## config.mk

```make
export PLATFORM = sky130hd
export DESIGN_NAME = cm0_pmu_sync_filt
export DESIGN_NICKNAME = d
export VERILOG_FILES = /design/src/rtl/cm0_pmu_sync_filt.sv
export SDC_FILE = /design/constraint.sdc
export NUM_CORES = 1
export LEC_CHECK = 0
export ABC_AREA = 1
export CAP_MARGIN = 20
export CORE_ASPECT_RATIO = 1.1
export CORE_MARGIN = 2
export CORE_UTILIZATION = 48
export DETAILED_ROUTE_END_ITERATION = 10
export HOLD_SLACK_MARGIN = 0.1
export MAX_ROUTING_LAYER = met4
export PLACE_DENSITY_LB_ADDON = 0.1
export SLEW_MARGIN = 20
export SYNTH_ARGS = -nofsm -noshare
export SYNTH_HDL_FRONTEND = slang
export SYNTH_SLANG_ARGS = --single-unit
export TNS_END_PERCENT = 20
```

## constraint.sdc

```tcl
create_clock -name SYNCCLK -period 0.97 [get_ports SYNCCLK]
set_input_delay 0.291 -clock SYNCCLK [delete_from_list [all_inputs] [get_ports SYNCCLK]]
set_output_delay 0.291 -clock SYNCCLK [all_outputs]
set_load 0.02 [all_outputs]
```

## src/rtl/cm0_pmu_sync_filt.sv

```systemverilog
// Multi-channel synchroniser for PMU wake/status inputs from foreign clock domains:
// per-channel flop chain, optional consecutive-sample glitch filter, rise/fall pulses.
module cm0_pmu_sync_filt #(
    parameter int                 WIDTH    = 4,
    parameter int                 STAGES   = 2,
    parameter logic [WIDTH-1:0]   RSTVAL   = {WIDTH{1'b1}},
    parameter int                 FILT_CYC = 3
) (
    input  logic             SYNCCLK,
    input  logic             SYNCRESETn,
    input  logic [WIDTH-1:0] SYNCDI,
    output logic [WIDTH-1:0] SYNCDO,
    output logic [WIDTH-1:0] SYNCRISE,
    output logic [WIDTH-1:0] SYNCFALL
);

    if (WIDTH < 1 || WIDTH > 32) begin : g_bad_width
        $error("cm0_pmu_sync_filt: WIDTH must be in 1..32");
    end
    if (STAGES < 2 || STAGES > 4) begin : g_bad_stages
        $error("cm0_pmu_sync_filt: STAGES must be in 2..4");
    end
    if (FILT_CYC < 0 || FILT_CYC > 15) begin : g_bad_filt
        $error("cm0_pmu_sync_filt: FILT_CYC must be in 0..15");
    end

    logic [WIDTH-1:0] w_s;
    logic [WIDTH-1:0] w_lvl;
    logic [WIDTH-1:0] r_prev;

    for (genvar gi = 0; gi < WIDTH; gi++) begin : g_ch

        // These flops are the ones mapped onto library synchroniser cells.
        logic [STAGES-1:0] r_sync;

        always_ff @(posedge SYNCCLK or negedge SYNCRESETn) begin
            if (!SYNCRESETn) begin
                r_sync <= {STAGES{RSTVAL[gi]}};
            end else begin
                r_sync <= {r_sync[STAGES-2:0], SYNCDI[gi]};
            end
        end

        assign w_s[gi] = r_sync[STAGES-1];

        if (FILT_CYC == 0) begin : g_bypass
            assign w_lvl[gi] = w_s[gi];
        end else begin : g_filter
            localparam logic [3:0] LP_CNT_LAST = 4'(FILT_CYC - 1);

            logic       r_lvl;
            logic [3:0] r_cnt;

            // Any sample matching the held level discards the pending count.
            always_ff @(posedge SYNCCLK or negedge SYNCRESETn) begin
                if (!SYNCRESETn) begin
                    r_lvl <= RSTVAL[gi];
                    r_cnt <= 4'd0;
                end else if (w_s[gi] == r_lvl) begin
                    r_cnt <= 4'd0;
                end else if (r_cnt == LP_CNT_LAST) begin
                    r_lvl <= w_s[gi];
                    r_cnt <= 4'd0;
                end else begin
                    r_cnt <= r_cnt + 4'd1;
                end
            end

            assign w_lvl[gi] = r_lvl;
        end
    end

    // History resets to RSTVAL so neither reset entry nor exit produces a pulse.
    always_ff @(posedge SYNCCLK or negedge SYNCRESETn) begin
        if (!SYNCRESETn) begin
            r_prev <= RSTVAL;
        end else begin
            r_prev <= w_lvl;
        end
    end

    assign SYNCDO   = w_lvl;
    assign SYNCRISE = w_lvl & ~r_prev;
    assign SYNCFALL = ~w_lvl & r_prev;

`ifdef ARM_ASSERT_ON
    a_di_known: assert property (@(posedge SYNCCLK) disable iff (!SYNCRESETn)
        !$isunknown(SYNCDI))
        else $fatal(1, "cm0_pmu_sync_filt: X on SYNCDI out of reset");

    a_no_overlap: assert property (@(posedge SYNCCLK) disable iff (!SYNCRESETn)
        (SYNCRISE & SYNCFALL) == '0)
        else $fatal(1, "cm0_pmu_sync_filt: SYNCRISE and SYNCFALL high together");
`endif

endmodule

```

# [Yosys cells after proc, flatten, opt, wreduce, memory -nomap -nowiden]
# Index checks and enable logic that the tools add are counted.
[word_totals] regBits=32 input_bits=6 output_inout_bits=12 wordCells=45
[classes] n_addsub=4 n_eq_ne=8 muxes=8 bitwise=8 reduce_logical=4
[ops] operator="two-way mux 4 bit" count=8
[ops] operator="adder 4 x 1 -> 4 bit, second input constant" count=4
[ops] operator="== test 4 x 2 -> 1 bit, second input constant" count=4
[ops] operator="bitwise AND 4 bit" count=2
[ops] operator="NOT 4 bit" count=2
[ops] operator="AND reduction 2 bit" count=4
[ops] operator="== test 1 bit" count=4
[ops] operator="NOT 1 bit" count=4

# [Logic depth before layout (Yosys ltp)]
[logic_depth] word_depth=3 depth_mapped=5 ltp_nobuf=5

# [Worst setup path after synthesis]
# No wires, ideal clock.
[synth_path] kind="reg2out" startpoint="register g_ch[0].g_filter.r_lvl" endpoint="output port SYNCRISE[0]" arrival_time_ps=879 required_time_ps=679 setup_slack_ps=-200 stages_incl_launch_ff=3 path_cell_list="dfstp_2 inv_1 nor2_1"
[synth_via] elab_chain_cells=1
[synth_rtl] element="start, declared" line_no="51" source="logic r_lvl;"
[synth_rtl] element="start signal, assigned" line_no="57" source="r_lvl <= RSTVAL[gi];"
[synth_rtl] element="start signal, assigned" line_no="62" source="r_lvl <= w_s[gi];"
[synth_rtl] element="bitwise AND 4 bit" line_no="83" source="assign SYNCRISE = w_lvl & ~r_prev;"
[synth_rtl] element="end, declared" line_no="13" source="output logic [WIDTH-1:0] SYNCRISE,"
# Every way passes these cells.

# [Final worst setup path]
[layout_path] startpoint="register g_ch[1].g_filter.r_lvl" endpoint="output port SYNCFALL[1]"
[layout_via] elab_chain_cells=2
[layout_rtl] element="start, declared" line_no="51"
[layout_rtl] element="start signal, assigned" line_no="57"
[layout_rtl] element="start signal, assigned" line_no="62"
[layout_rtl] element="NOT 4 bit" line_no="84" source="assign SYNCFALL = ~w_lvl & r_prev;"
[layout_rtl] element="bitwise AND 4 bit" line_no="84"
[layout_rtl] element="end, declared" line_no="14" source="output logic [WIDTH-1:0] SYNCFALL"
# Every way passes these cells.

==> impl_metrics.ini <==
[critical_path]
cpPeakStageDelay_ps = 570
endpoint = SYNCFALL[1]
worstPathArrival_ps = 1170
worstSetupPathDepth = 3
cp_max_fo = 3
worst_path_dominant_cell_family = flip-flops
critical_path_class = reg2out
crit_buf_inv = 2
cpMostUsedCell = buf_6
crit_start = g_ch[1].g_filter.r_lvl
setup.worst_path.start_class = flop
cp_cell_sequence = buf_6 > nor2_2 > buf_6
r2r-start = g_ch[2].g_filter.r_lvl
r2r_end = g_ch[2].g_filter.r_cnt[3]
cp-end-kind = primary output
rrSetupSlack_ps = -150
critPathSlowestCell = dfstp_2
r2r_cells = 6
crit_required_ps = 680

[route]
drt-pass1-iter-count = 4
drt_iter0_drc = 18
drtAntennaViolNets = 0
wl_per_cell_um = 11.0
via_per_inst = 4.62
wirelength_um = 2430
drcViolationCount = 0
num_vias = 1026

[synthesis]
synth_top_cell_area_share_pct = 30.4
ys_top_cells_by_area = dfstp_2 (30%), dfrtp_1 (29%), nand2_1 (9.2%)
yosys_warnings = 0
ys_ff_latch = 32
synth-seq-area-share_pct = 59.3
syn_avg_cell_area_sq_um = 9.29
synth_nets = 161
synthCells = 149
netlist-cell-type-count = 14
yosysTopAreaCell = dfstp_2
syn-cell-area_sq_um = 1380

[power]
p_comb_share_pct = 44.6
internal_power_w = 0.00380
seqPwrFrac_pct = 36.4
power_density_nw_per_um2 = 3060
clockPowerShare_pct = 18.9
swShare_pct = 35.9
p_switching_w = 0.00213
p_leak_nw = 0.942
ir_worst_vdd_v = 0.00192

[grt]
grt_pass1_wl_um = 3880
overflow = 0
antenna_found_initial = 0
grt_max_degree = 25
grt_pass1_vias = 976
grt_usage_pct = 17.8

[die]
die_w_um = 55.2
core-area_sq_um = 2750
fp-row-count = 20
die_y_um = 60.3
die_area_sq_um = 3330
start_util_pct = 50.3
ios = 18

[cells_and_area]
layout-drive-gt1-share_pct = 47.1
fillers = 213
num_antenna_cells = 0
postLayoutCellArea_sq_um = 1940
multi_input_area_sq_um = 544
regArea_sq_um = 821
final_nets = 200
fin_cells = 222
syn2layout_area_growth_pct = 40.1

[placed_design]
dp_cells = 214
placed_cell_area_sq_um = 1760
gp_congestion = 0.700
io_buffers = 17
hpwl_um = 1780

[cts]
root_buffer = clkbuf_4
cts.reportedPaths.clkPinSlew_ps = 100
cts.sinks = 32
htreeDepth = 2
cts_buffer_depth = 2
cts_made_buffers = 5
clock_latency_ps = 330
holdBufCountCts = 0
cts_tree = built

[timing]
setup_viol_count_final = 27
rsz0062_at_grt = yes
period_share_pct = 150
fmax_ghz = 0.687
worst_slew_pin_slew_ps = 227
min_period_ps = 1460
finalMaxSlewViolations = 0
setup_ws_ps = -486
timing_hold_violations_final = 0
relSlewSlack_pct = 84.9
skew_ps = 9.80

[status]
violations = negative setup slack
status = finished, violations left

[run]
cap_violations = 0

[worst_hold_path]
hold_class = in2async
state kept, by name, summed over array words and instances, names as in the netlist:
register	flops
g_ch.r_sync	8
r_prev	4
g_ch.g_filter.r_lvl	4
g_ch.g_filter.r_cnt	16
how the worst min path moves through the flow:
stage | cells after the start | slack (ps) | to
after CTS | 2 | 330 | g_ch[1].g_filter.r_cnt[2]
after global routing | 2 | 330 | g_ch[1].g_filter.r_cnt[2]
after global placement | 0 | 350 | g_ch[3].r_sync[1]
final | 2 | 340 | g_ch[2].g_filter.r_cnt[3]
after floorplan | 0 | -5 | g_ch[0].g_filter.r_cnt[0]
after detailed placement | 0 | 350 | g_ch[2].r_sync[1]
cells in the mapped netlist:
library cell and instances:
nand2_1 34, buf_4 4, nor2_2 3, nand3_2 1, ha_1 6, dfstp_2 16, dfrtp_1 16, inv_1 24
nand2_2 2, o21ai_1 3, nor2_1 27, nand3_1 5, xnor2_1 3, nand4_1 5
power groups by stage:
stage                     logic (W)  registers, W  clock network, W
after global routing        0.00290       0.00223           0.00121
after detailed placement    0.00238       0.00215                 0
after floorplan             0.00126       0.00220                 0
after CTS                   0.00251       0.00214           0.00116
after global placement      0.00229       0.00212                 0
final                       0.00265       0.00216           0.00112
cell usage in the layout (no fill, tap or decap), drive strengths merged:
| cell | netlist | routed |
|---|---|---|
| nand3 | 6 | 6 |
| clkdlybuf4s50 | 0 | 5 |
| nor2 | 30 | 30 |
| nand4 | 5 | 5 |
| dfrtp | 16 | 16 |
| buf | 4 | 31 |
| xnor2 | 3 | 3 |
| bufinv | 0 | 1 |
| clkbuf | 0 | 7 |
| inv | 24 | 24 |
| dfstp | 16 | 16 |
| ha | 6 | 6 |
| o21ai | 3 | 3 |
| nand2 | 36 | 36 |
layout make-up:
| type | instances | share of cell area (%) |
|---|---|---|
| Multi-Input combinational cell | 89 | 28.1 |
| Timing Repair Buffer | 36 | 17.9 |
| Clock inverter | 1 | 1.55 |
| Sequential cell | 32 | 42.3 |
| Tap cell | 33 | 2.13 |
| Inverter | 24 | 4.65 |
| Clock buffer | 7 | 3.35 |
cell families after synthesis:
logic type | after synthesis | share of synthesized area (%)
AND/OR/NAND/NOR | 77 | 23.6
AO/OA/AOI/OAI | 3 | 1.08
adder cells (fa/ha/maj) | 6 | 5.42
XOR/XNOR | 3 | 1.90
buffers and inverters | 28 | 8.68
flip-flops | 32 | 59.3
metrics by stage:
stage | setup TNS (ps) | total power, W | worst slack (ps) | utilization (%) | hold WS, ps
after floorplan | -780 | 0.00346 | -88.5 | - | -4.59
after global placement | -7600 | 0.00441 | -565 | 64.0 | 348
after detailed placement | -8180 | 0.00453 | -595 | 64.0 | 348
after CTS | -6950 | 0.00582 | -506 | 68.6 | 327
after global routing | -8350 | 0.00635 | -539 | 70.5 | 330
final | -6630 | 0.00594 | -486 | 70.5 | 336
metal layers:
layer | global-route usage, % | share of wire (%) | vias up
li1 | - | - | 520
met1 | 17.8 | 40 | 487
met2 | 29.9 | 55 | 15
met3 | 5.25 | 3.5 | 4
met4 | 10.5 | 1.7 | 0
met5 | - | 0 | -
worst register-to-register path: stages (launching register included):
cell     delay (ps)
dfstp_2         550
buf_4           120
buf_4           110
nand2_1          50
nand2_1          70
nand2_2          70
nor2_1          100
repair_timing:
action,in CTS,in global routing
resized for setup,80,18
pin swaps,4,4
setup endpoints to repair,28,32
buffers inserted,0,0
Power figures use the tool's default switching activity.
